[src/rtl/sum_window_acc.sv]
// Accumulates WINDOW samples from the adder stage and presents the window total on a held handshake.
// Define SUM_WINDOW_ACC_AVG_EN to present the rounded mean instead of the raw total.
module sum_window_acc #(
  parameter int DATA_W = 8,
  parameter int WINDOW = 4
) (
  input  logic                              clk,
  input  logic                              reset,
  input  logic                              clear,
  input  logic [DATA_W-1:0]                 in_data,
  input  logic                              in_valid,
  output logic                              in_ready,
  output logic [DATA_W+$clog2(WINDOW)-1:0]  out_data,
  output logic                              out_valid,
  input  logic                              out_ready,
  output logic [7:0]                        win_count
);

  localparam int LOG2W = $clog2(WINDOW);
  localparam int ACC_W = DATA_W + LOG2W;

  typedef enum logic {ACC = 1'b0, HOLD = 1'b1} state_t;

  state_t           state, state_nxt;
  logic [ACC_W-1:0] acc, acc_sum, result;
  logic [LOG2W-1:0] cnt;
  logic             accept, last;

  // clear wins over a sample presented in the same cycle
  assign accept  = (state == ACC) && in_valid && !clear;
  assign last    = accept && (cnt == LOG2W'(WINDOW - 1));
  assign acc_sum = acc + ACC_W'(in_data);

`ifdef SUM_WINDOW_ACC_AVG_EN
  // cannot overflow: WINDOW*(2^DATA_W-1) + WINDOW/2 < 2^ACC_W
  logic [ACC_W-1:0] rnd;
  assign rnd    = acc_sum + ACC_W'(WINDOW / 2);
  assign result = rnd >> LOG2W;
`else
  assign result = acc_sum;
`endif

  always_ff @(posedge clk) begin
    if (reset) state <= ACC;
    else       state <= state_nxt;
  end

  always_comb begin
    state_nxt = state;
    case (state)
      ACC:     if (last) state_nxt = HOLD;
      HOLD:    if (out_ready) state_nxt = ACC;
      default: state_nxt = ACC;
    endcase
  end

  // outputs decode the state flop directly, so both stay registered
  always_comb begin
    in_ready  = (state == ACC);
    out_valid = (state == HOLD);
  end

  always_ff @(posedge clk) begin
    if (reset) begin
      acc       <= '0;
      cnt       <= '0;
      out_data  <= '0;
      win_count <= '0;
    end else begin
      if (state == ACC && clear) begin
        acc <= '0;
        cnt <= '0;
      end else if (accept) begin
        if (last) begin
          out_data <= result;
          acc      <= '0;
          cnt      <= '0;
        end else begin
          acc <= acc_sum;
          cnt <= cnt + 1'b1;
        end
      end
      if (state == HOLD && out_ready) win_count <= win_count + 8'd1;
    end
  end

endmodule

[config.mk]
export PLATFORM = sky130hd
export DESIGN_NAME = sum_window_acc
export DESIGN_NICKNAME = d
export VERILOG_FILES = /design/src/rtl/sum_window_acc.sv
export SDC_FILE = /design/constraint.sdc
export NUM_CORES = 1
export LEC_CHECK = 0
export ABC_AREA = 1
export CAP_MARGIN = 25
export CORE_MARGIN = 2
export CORE_UTILIZATION = 55
export CTS_CLUSTER_SIZE = 24
export DETAILED_ROUTE_END_ITERATION = 8
export PLACE_DENSITY_LB_ADDON = 0.3
export SLEW_MARGIN = 20
export SYNTH_ARGS = -nofsm -noshare
export SYNTH_HDL_FRONTEND = slang
export SYNTH_SLANG_ARGS = --single-unit
[constraint.sdc]
create_clock -name clk -period 3.2 [get_ports clk]
set_input_delay 0.8 -clock clk [delete_from_list [all_inputs] [get_ports clk]]
set_output_delay 0.8 -clock clk [all_outputs]
set_load 0.005 [all_outputs]
Word-level counts from Yosys, hierarchy flattened --
Cells that the tools add are included.
Cells by class: equal/unequal tests 1, bitwise gates (word level) 2, shift-type cells 0, muxes and demuxes 5, add/subtract/negate cells 3, reduce and logical (&&, ||, !) cells 8, divide/modulo/power cells 0, multiply operators 0, order comparisons 0
Operators by type and width (number):
- $add 10x8->10 | 1
- $mux 10 | 1
- $add 8x1->8 const B | 1
- $logic_and 1x1->1 | 5
- $reduce_and 3->1 | 1
- $add 2x1->2 const B | 1
- $eq 2x2->1 const B | 1
- $mux 1 | 2
- $mux 2 | 1
- $not 1->1 | 2
- $pmux 1 s2 | 1
- $reduce_or 2->1 | 1
- $logic_not 1->1 | 1
Storage, ports and cells: input bits 13, register bits 31, ROM bits 0, memories 0, RAM bits 0, bits in latches 0, word-level logic and storage cells 24

Longest topological paths before layout --
Gate-level depths: netlist of the first run.
depth after elaboration 6, depth in mapped cells 12, depth with buffers taken out 12

Worst setup path before layout of the first run --
Ideal clock, no wire load.
path kind input to register, start in in_data[0], end reg out_data[6], path slack 1.108 ns, arrival 1.984 ns, required time 3.092 ns, cell stages on the path 10, cells stage by stage ha_1 -> inv_1 -> fa_1 -> o21ai_2 -> nand2_1 -> nand2_1 -> nand2_1 -> nand2_1 -> a21o_1 -> inv_1
Between the ends: longest elaborated chain between the ends 1
RTL lines:
- from (decl) | line 10 | input logic [DATA_W-1:0] in_data,
- $add 10x8->10 | line 32 | assign acc_sum = acc + ACC_W'(in_data);
- to (signal assigned) | line 75 | out_data <= result;
- to (decl) | line 13 | output logic [DATA_W+$clog2(WINDOW)-1:0] out_data,
Every way passes these cells. A chain may end at the register's enable or synchronous reset.

Final worst setup path of the first run --
start in in_data[0], end reg out_data[8]
Same word-level chain as after synthesis.

==> results of run 1 <==
[critical path, cell delays in order]
cell	delay, ns
clkdlybuf4s50_1	0.46
ha_1	0.17
inv_1	0.09
fa_1	0.43
o21ai_2	0.22
nand2_1	0.10
nand2_1	0.08
nand2_1	0.06
nand2_1	0.06
nand2_1	0.04
nand2_1	0.06
inv_1	0.04
[cells in the final DEF, fill, tap and decap left out, types with 2 or more instances in the layout]
cell	count
buf_4	2
a21oi_1	22
inv_1	29
nand2_2	2
o21ai_0	10
nor2_1	31
nand2_4	2
nand3_1	12
nand2_1	66
clkdlybuf4s50_1	32
dfxtp_1	31
inv_2	3
ha_1	10
clkbuf_4	5
xor2_1	2
[logic make-up (layout without fill, tap and decap cells)]
family | count (synthesis) | after routing | synth area share (%)
adders and majority gates | 11 | 11 | 8.561
buffers and inverters | 38 | 75 | 9.151
AOI/OAI and AO/OA | 40 | 40 | 13.65
xor gates and xnor gates | 3 | 3 | 1.550
DFF | 31 | 31 | 36.61
and+or+nand+nor | 119 | 119 | 30.48
[stage by stage]
stage	total power [mW]	util (%)	setup WS, ns
2_1_floorplan	0.4502	-	1.108
3_3_place_gp	0.4783	68.04	0.5277
3_5_place_dp	0.4801	68.04	0.4800
4_1_cts	0.8058	70.92	0.8404
5_1_grt	0.8305	70.92	0.7329
6_report	0.7966	70.92	0.8455
[layout make-up]
type	instances	area (um2)	area share, %
clock inverters	2	35.03	1.645
repair buffers	34	335.3	15.75
well taps	33	41.29	1.939
clock buffers	6	51.30	2.409
inverters	33	126.4	5.934
multi-input cells	173	919.6	43.18
flip-flops and latches	31	620.6	29.14
[sequential cells by signal (all words and copies together), names as in the netlist]
| register | count |
|---|---|
| acc | 10 |
| cnt | 2 |
| out_data | 10 |
| out_valid | 1 |
| win_count | 8 |
[metal layers]
metal	GRT usage, %	wire length (um)	up-vias
li1	-	-	834
met1	27.91	1626	674
met2	36.73	1672	43
met3	4.585	183	4
met4	12.38	45	0
met5	0	0	-
[power groups by stage]
| stage | clock [mW] | sequential, mW | combinational, mW |
|---|---|---|---|
| after global placement | 0 | 0.400 | 0.0787 |
| after floorplan | 0 | 0.399 | 0.0511 |
| after global routing | 0.348 | 0.391 | 0.0912 |
| after CTS | 0.334 | 0.391 | 0.0812 |
| after detailed placement | 0 | 0.400 | 0.0806 |
| final | 0.324 | 0.391 | 0.0815 |
[synthesized netlist by cell type (all sizes together)]
cell    number  area share (%)
nand3b       1            0.44
buf          3             1.3
nand3       13             4.1
a21boi       1            0.44
a21oi       23             7.0
fa           1             1.2
o21ai       12             3.8
o21bai       1             1.1
nor3         1            0.96
dfxtp       31              37
inv         33             7.5
a21o         1            0.44
nand2       70              17
nor2        33             7.9
a211oi       1            0.44
xor2         2             1.0
o21a         1            0.44
clkbuf       2            0.44
nand4        1            0.37
xnor2        1            0.52
ha          10             7.4
[path summary, 6_finish.rpt]
path / end / slack, ns
worst min register to register: acc[2] / 0.47
worst max register to register: out_data[8] / 1.42
worst max-delay path: out_data[8] / 0.85
worst min-delay path: acc[2] / 0.47
==> impl_metrics.yaml, run 1 <==
run:
  drv_cap: 0
sta:
  setup_viol: 0
  drv_slew: 0
  hold_viol: 0
  fin_crit_sh_pct: 73.58
  fin_tns_setup_ns: 0
  rsz0062_at_grt: "no"
  skew_ns: 0.01109
  relSlewSlack_pct: 71.81
  fmax_mhz: 424.7
  min_period_ns: 2.354
  holdWs_ns: 0.4739
  tightest_slew_ns: 0.4223
layout:
  final_nets: 302
  fillers: 261
  antenna_cells: 0
  syn2layout_area_growth_pct: 25.61
  stdcell_count: 312
  final_area_um2: 2130
  final_layout_size_suffix_gt1_share_pct: 8.961
worst_hold_path:
  min_path_type: "flip-flop to flip-flop"
  min_from: "acc[2]"
  hold_path_depth: 2
setup_path:
  worst_r2r_path_depth: 11
  rr_startpoint: "acc[0]"
  critical_path_class: "input port to flip-flop"
  cp.arrival_ns: 2.61
  path_max_fanout: 3
  startpoint_type: "input port"
  cp-end-kind: "flip-flop"
  critPathRequiredTime_ns: 3.45
  startpoint: "in_data[0]"
pwr:
  pwr-share-clk_pct: 40.7
  ir_drop_uv: 318.6
  p_seq_share_pct: 49.1
  leakagePower_nw: 0.9855
  power_density_nw_per_um2: 374.0
  p_int_mw: 0.6080
  comb_power_share_pct: 10.2
  switching_share_pct: 23.67
  switchingPower_mw: 0.1885
die:
  ios: 33
  die_area_um2: 3543
  start_util_pct: 56.46
  std_cell_rows: 20
  fp.dieW_um: 59.52
  coreArea_um2: 3003
  die_h_um: 59.52
clock_network:
  cts_tree: "yes"
  clkLatencyLatePin_ns: 0.34
  h-tree-depth: 2
  clock_sinks: 31
  numCtsBuffers: 5
  hold_buffers: 0
  cts_setup_buffers: 0
  clk_pin_slew_worst_paths_ns: 0.10
  postCtsResizedCells: 0
  root_buffer: "clkbuf_4"
  clk_path_buf_depth: 2
drt:
  num_vias: 1555
  firstDrtPassIters: 4
  wl_per_cell_um: 11.30
  routed_wl_mm: 3.527
  first_iter_violations: 41
  drcViolationCount: 0
  routed_via_density: 4.984
  antenna_left: 0
grt:
  grtUsageTotal_pct: 22.61
  antenna_found_initial: 0
  grt_pass1_vias: 1423
  gr-total-overflow: 0
  grt_start_max_net_pins: 18
  grt_pass1_wl_mm: 5.961
synth:
  syn_inst: 242
  syn_nets: 266
  synth_area_um2: 1695
  synth.yosys.warnings: 0
  avgSynthCellArea_um2: 7.006
  ys_types: 32
  ys_seq_area_share_pct: 36.61
  synth-seq-cells: 31
placement:
  dp_hpwl_mm: 2.633
  place_congestion: 0.8655
  placedCellCount: 304
  io_buffers: 32
  dpl-instance-area_um2: 2043
status:
  status: "finished clean"
Power figures use the tool's default switching activity.
==> inputs of run 2 (changes only) <==
Settings changed: CORE_UTILIZATION 55 to 51.
Clock period 3.2 ns to 2.3 ns, I/O delays scaled along.
==> run 2 against run 1 <==
  * Flip-flop and latch count unchanged
  * Critical endpoint unchanged
  * First-iteration DRC count is 93% higher
  * Sequential power increased by 39%
  * Combinational power rose by 41%
  * Via count increased by 2.4%
  * Global-route usage shrank 1.2 points
  * Final area increased by 0.65%
==> impl_metrics.yaml, run 2 (synthesis gave the netlist of run 1 again) <==
clock_network:
  postCtsResizedCells: 0
  clock_sinks: 31
  h-tree-depth: 2
  root_buffer: "clkbuf_4"
  clk_path_buf_depth: 2
  cts_setup_buffers: 0
  cts_tree: "yes"
  clk_pin_slew_worst_paths_ns: 0.09
  hold_buffers: 0
  clkLatencyLatePin_ns: 0.33
  numCtsBuffers: 5
worst_hold_path:
  min_path_type: "flip-flop to flip-flop"
  hold_path_depth: 2
  hold-path-endpoint: "acc[5]"
  min_from: "acc[5]"
drt:
  wl_per_cell_um: 10.98
  routed_wl_mm: 3.578
  num_vias: 1593
  first_iter_violations: 79
  routed_via_density: 4.887
  drcViolationCount: 0
  firstDrtPassIters: 4
  antenna_left: 0
pwr:
  leakagePower_nw: 0.9903
  total_power_mw: 0.9862
  ir_drop_uv: 483.9
  power_density_nw_per_um2: 460.1
setup_path:
  cpLargestDelayFamily: "adder cells"
  rr_startpoint: "acc[0]"
  reg2reg_slack_ns: 0.53
  cp_num_buf_inv: 3
  critical_path_class: "input port to flip-flop"
  startpoint_type: "input port"
  path_max_fanout: 3
  cp.arrival_ns: 2.36
  worst_r2r_path_depth: 11
  cp-end-kind: "flip-flop"
  crit_chain: "clkdlybuf4s50_1 -> ha_1 -> inv_1 -> fa_1 -> o21ai_2 -> nand2_1 -> nand2_1 -> nand2_1 -> nand2_1 -> nand2_1 -> nand2_1 -> inv_1"
  worst_path_max_delay_cell: "clkdlybuf4s50_1"
  critPathRequiredTime_ns: 2.53
  rr_endpoint: "out_data[8]"
  cpMostUsedCell: "nand2_1"
  cpPeakStageDelay_ns: 0.46
grt:
  grt_pass1_wl_mm: 5.837
  gr-total-overflow: 0
  antenna_found_initial: 0
  grt_pass1_vias: 1332
  grtUsageTotal_pct: 21.38
  grt_start_max_net_pins: 18
layout:
  stdcell_count: 326
  final_common_cell: "nand2_1"
  reg_top3: "acc (10), out_data (10), win_count (8)"
  final_area_um2: 2143
  fin_util_pct: 69.07
  fillers: 296
  final_layout_size_suffix_gt1_share_pct: 9.929
  final_nets: 306
  final_cell_mix: "66 x nand2_1, 32 x clkdlybuf4s50_1, 31 x nor2_1, 31 x dfxtp_1, 29 x inv_1"
  antenna_cells: 0
  syn2layout_area_growth_pct: 26.42
sta:
  fin_crit_sh_pct: 92.33
  fin_tns_setup_ns: 0
  drv_slew: 0
  hold_viol: 0
  setup_viol: 0
  skew_ns: 0.01057
  relSlewSlack_pct: 71.51
  tightest_slew_ns: 0.4268
  rsz0062_at_grt: "no"
  min_period_ns: 2.124
  fmax_mhz: 470.9
die:
  coreArea_um2: 3103
  std_cell_rows: 20
  die_area_um2: 3801
  fp.dieW_um: 61.66
  die_h_um: 61.66
  ios: 33
  start_util_pct: 54.64
status:
  status: "finished clean"
placement:
  place_congestion: 0.8314
  dpl-instance-area_um2: 2087
  dp_hpwl_mm: 2.675
  placedCellCount: 319
  io_buffers: 32
run:
  drv_cap: 0
-- run 2: per-layer routing --
layer	global-route usage, %	vias to the layer above	wire length (um)
li1	-	848	-
met1	27.61	711	1754
met2	33.08	29	1574
met3	6.513	5	184
met4	9.119	0	65
met5	0	-	0
-- run 2: worst max-delay path by stage --
stage / from / endpoint / slack, ns / depth (start not counted)
2_1_floorplan: in_data[0] / out_data[6] / 0.43 / 10
3_3_place_gp: in_data[0] / out_data[8] / -0.12 / 12
3_5_place_dp: in_data[0] / out_data[8] / -0.15 / 12
4_1_cts: in_data[0] / out_data[8] / 0.21 / 12
5_1_grt: in_data[0] / out_data[8] / 0.04 / 12
6_report: in_data[0] / out_data[8] / 0.18 / 12
-- run 2: layout make-up --
| class | instances | area (um2) | area share (%) |
|---|---|---|---|
| multi-input cells | 173 | 919.6 | 42.91 |
| flip-flops and latches | 31 | 620.6 | 28.95 |
| repair buffers | 38 | 365.4 | 17.05 |
| inverters | 33 | 126.4 | 5.896 |
| well taps | 44 | 55.05 | 2.569 |
| clock buffers | 6 | 51.30 | 2.393 |
| clock inverters | 1 | 5.005 | 0.2335 |
-- run 2: power by group --
group          switching, mW  leakage (nW)  total (mW)  internal, mW
logic                 0.0643         0.706       0.115        0.0509
registers            0.00267         0.250       0.543         0.541
clock network          0.186        0.0341       0.328         0.141
-- run 2: through the flow --
stage	hold WS [ns]	worst slack (ns)
global placement	0.4551	-0.1161
floorplan	0.4425	0.4329
global route	0.4901	0.04421
CTS	0.4748	0.2092
detailed placement	0.4600	-0.1531
finish	0.4702	0.1764
-- run 2: worst min-delay path, delay by kind of cell (launching register included) --
kind	cells	cell delay (ns)
DFF	1	0.32
and+or+nand+nor	1	0.06
AOI/OAI and AO/OA	1	0.05
==> inputs of run 3 (changes only) <==
Settings changed: CORE_ASPECT_RATIO set to 0.75.
==> run 3 against run 2 <==
  * Total power increased by 8.7%
  * Flip-flop and latch count did not move
  * Non-clock buffer count unchanged
  * Critical path depth did not move
  * Critical endpoint unchanged
  * Largest cell class unchanged
==> impl_metrics.yaml, run 3 (synthesis gave the netlist of run 1 again) <==
setup_path:
  cpMostUsedCell: "nand2_1"
  worst_path_max_delay_cell: "clkdlybuf4s50_1"
  cp-end-kind: "flip-flop"
  crit_chain: "clkdlybuf4s50_1 -> ha_1 -> inv_1 -> fa_1 -> o21ai_2 -> nand2_1 -> nand2_1 -> nand2_1 -> nand2_1 -> nand2_1 -> nand2_1 -> inv_1"
  cpPeakStageDelay_ns: 0.46
  cp_num_buf_inv: 3
  path_max_fanout: 3
  crit_cells: 12
  cp.arrival_ns: 2.34
  critical_path_class: "input port to flip-flop"
  cpLargestDelayFamily: "buffers and inverters"
  critPathRequiredTime_ns: 2.49
  startpoint_type: "input port"
  worst_r2r_path_depth: 11
worst_hold_path:
  min_path_type: "flip-flop to flip-flop"
  hold_path_depth: 2
pwr:
  leakagePower_nw: 1.003
  power_density_nw_per_um2: 494.8
  total_power_mw: 1.072
  ir_drop_uv: 351.7
clock_network:
  clkLatencyLatePin_ns: 0.28
  h-tree-depth: 2
  postCtsResizedCells: 0
  cts_tree: "yes"
  clk_pin_slew_worst_paths_ns: 0.07
  hold_buffers: 0
  root_buffer: "clkbuf_8"
  numCtsBuffers: 5
  clock_sinks: 31
  cts_setup_buffers: 0
  clk_path_buf_depth: 2
sta:
  hold_viol: 0
  skew_ns: 0.007255
  rsz0062_at_grt: "no"
  setup_viol: 0
  fmax_mhz: 465.1
  setup_ws_ns: 0.1499
  tightest_slew_ns: 0.4253
  fin_crit_sh_pct: 93.48
  min_period_ns: 2.150
  relSlewSlack_pct: 71.62
  drv_slew: 0
die:
  start_util_pct: 52.28
  coreArea_um2: 3243
  die_area_um2: 3806
  ios: 33
  die_h_um: 53.93
  fp.dieW_um: 70.58
  std_cell_rows: 18
run:
  drv_cap: 0
layout:
  stdcell_count: 323
  antenna_cells: 0
  final_layout_size_suffix_gt1_share_pct: 10.25
  syn2layout_area_growth_pct: 27.75
  final_common_cell: "nand2_1"
  final_nets: 306
  final_cell_mix: "66 x nand2_1, 32 x clkdlybuf4s50_1, 31 x nor2_1, 31 x dfxtp_1, 29 x inv_1"
  fin_util_pct: 66.78
  fillers: 295
  reg_top3: "acc (10), out_data (10), win_count (8)"
  final_area_um2: 2166
drt:
  first_iter_violations: 86
  antenna_left: 0
  routed_wl_mm: 3.616
  routed_via_density: 4.885
  wl_per_cell_um: 11.20
  firstDrtPassIters: 5
  drcViolationCount: 0
  num_vias: 1578
grt:
  grt_pass1_vias: 1381
  grt_start_max_net_pins: 18
  gr-total-overflow: 0
  grtUsageTotal_pct: 20.64
  antenna_found_initial: 0
  grt_pass1_wl_mm: 6.003
placement:
  io_buffers: 32
  placedCellCount: 315
  place_congestion: 0.8181
  dpl-instance-area_um2: 2082
  pre_cts_ws_ns: -0.1605
  dp_hpwl_mm: 2.759
status:
  status: "finished clean"
[run 3: area by class of cell]
type	instances	area (um2)	area share [%]
Timing Repair Buffer	38	365.4	16.87
Clock inverter	3	15.01	0.6932
Sequential cell	31	620.6	28.65
Clock buffer	5	68.82	3.177
Inverter	33	126.4	5.835
Tap cell	40	50.05	2.311
Multi-Input combinational cell	173	919.6	42.46
[run 3: report_power, final]
part	switching (mW)	leakage, nW	internal, mW
logic	0.0638	0.705	0.0502
registers	0.00281	0.250	0.541
clock network	0.207	0.0477	0.207
[run 3: per-layer routing]
| metal | vias to the layer above | global-route usage (%) | wire (um) |
|---|---|---|---|
| met3 | 5 | 5.243 | 189 |
| met1 | 691 | 27.98 | 1817 |
| met4 | 0 | 5.660 | 38 |
| li1 | 844 | - | - |
| met5 | - | 0 | 0 |
| met2 | 38 | 33.33 | 1571 |
[run 3: metrics by stage]
step                      hold WS, ns  setup TNS, ns
after floorplan                0.4425              0
after global placement         0.4561        -0.4168
after detailed placement       0.4611        -0.6842
after CTS                      0.4716              0
after global routing           0.4873              0
final                          0.4702              0
[run 3: path summary, 6_finish.rpt]
check / slack [ns] / end / start
setup / recovery: 0.15 / out_data[8] / in_data[0]
hold / removal: 0.47 / acc[5] / acc[5]
setup reg to reg: 0.56 / out_data[8] / acc[0]
hold reg to reg: 0.47 / acc[5] / acc[5]
[run 3: worst min-delay path: cells and delay by family, from the launching register on]
family / cells / cell delay, ns
AND/OR/NAND/NOR: 1 / 0.06
AO/OA/AOI/OAI: 1 / 0.05
flip-flops: 1 / 0.31
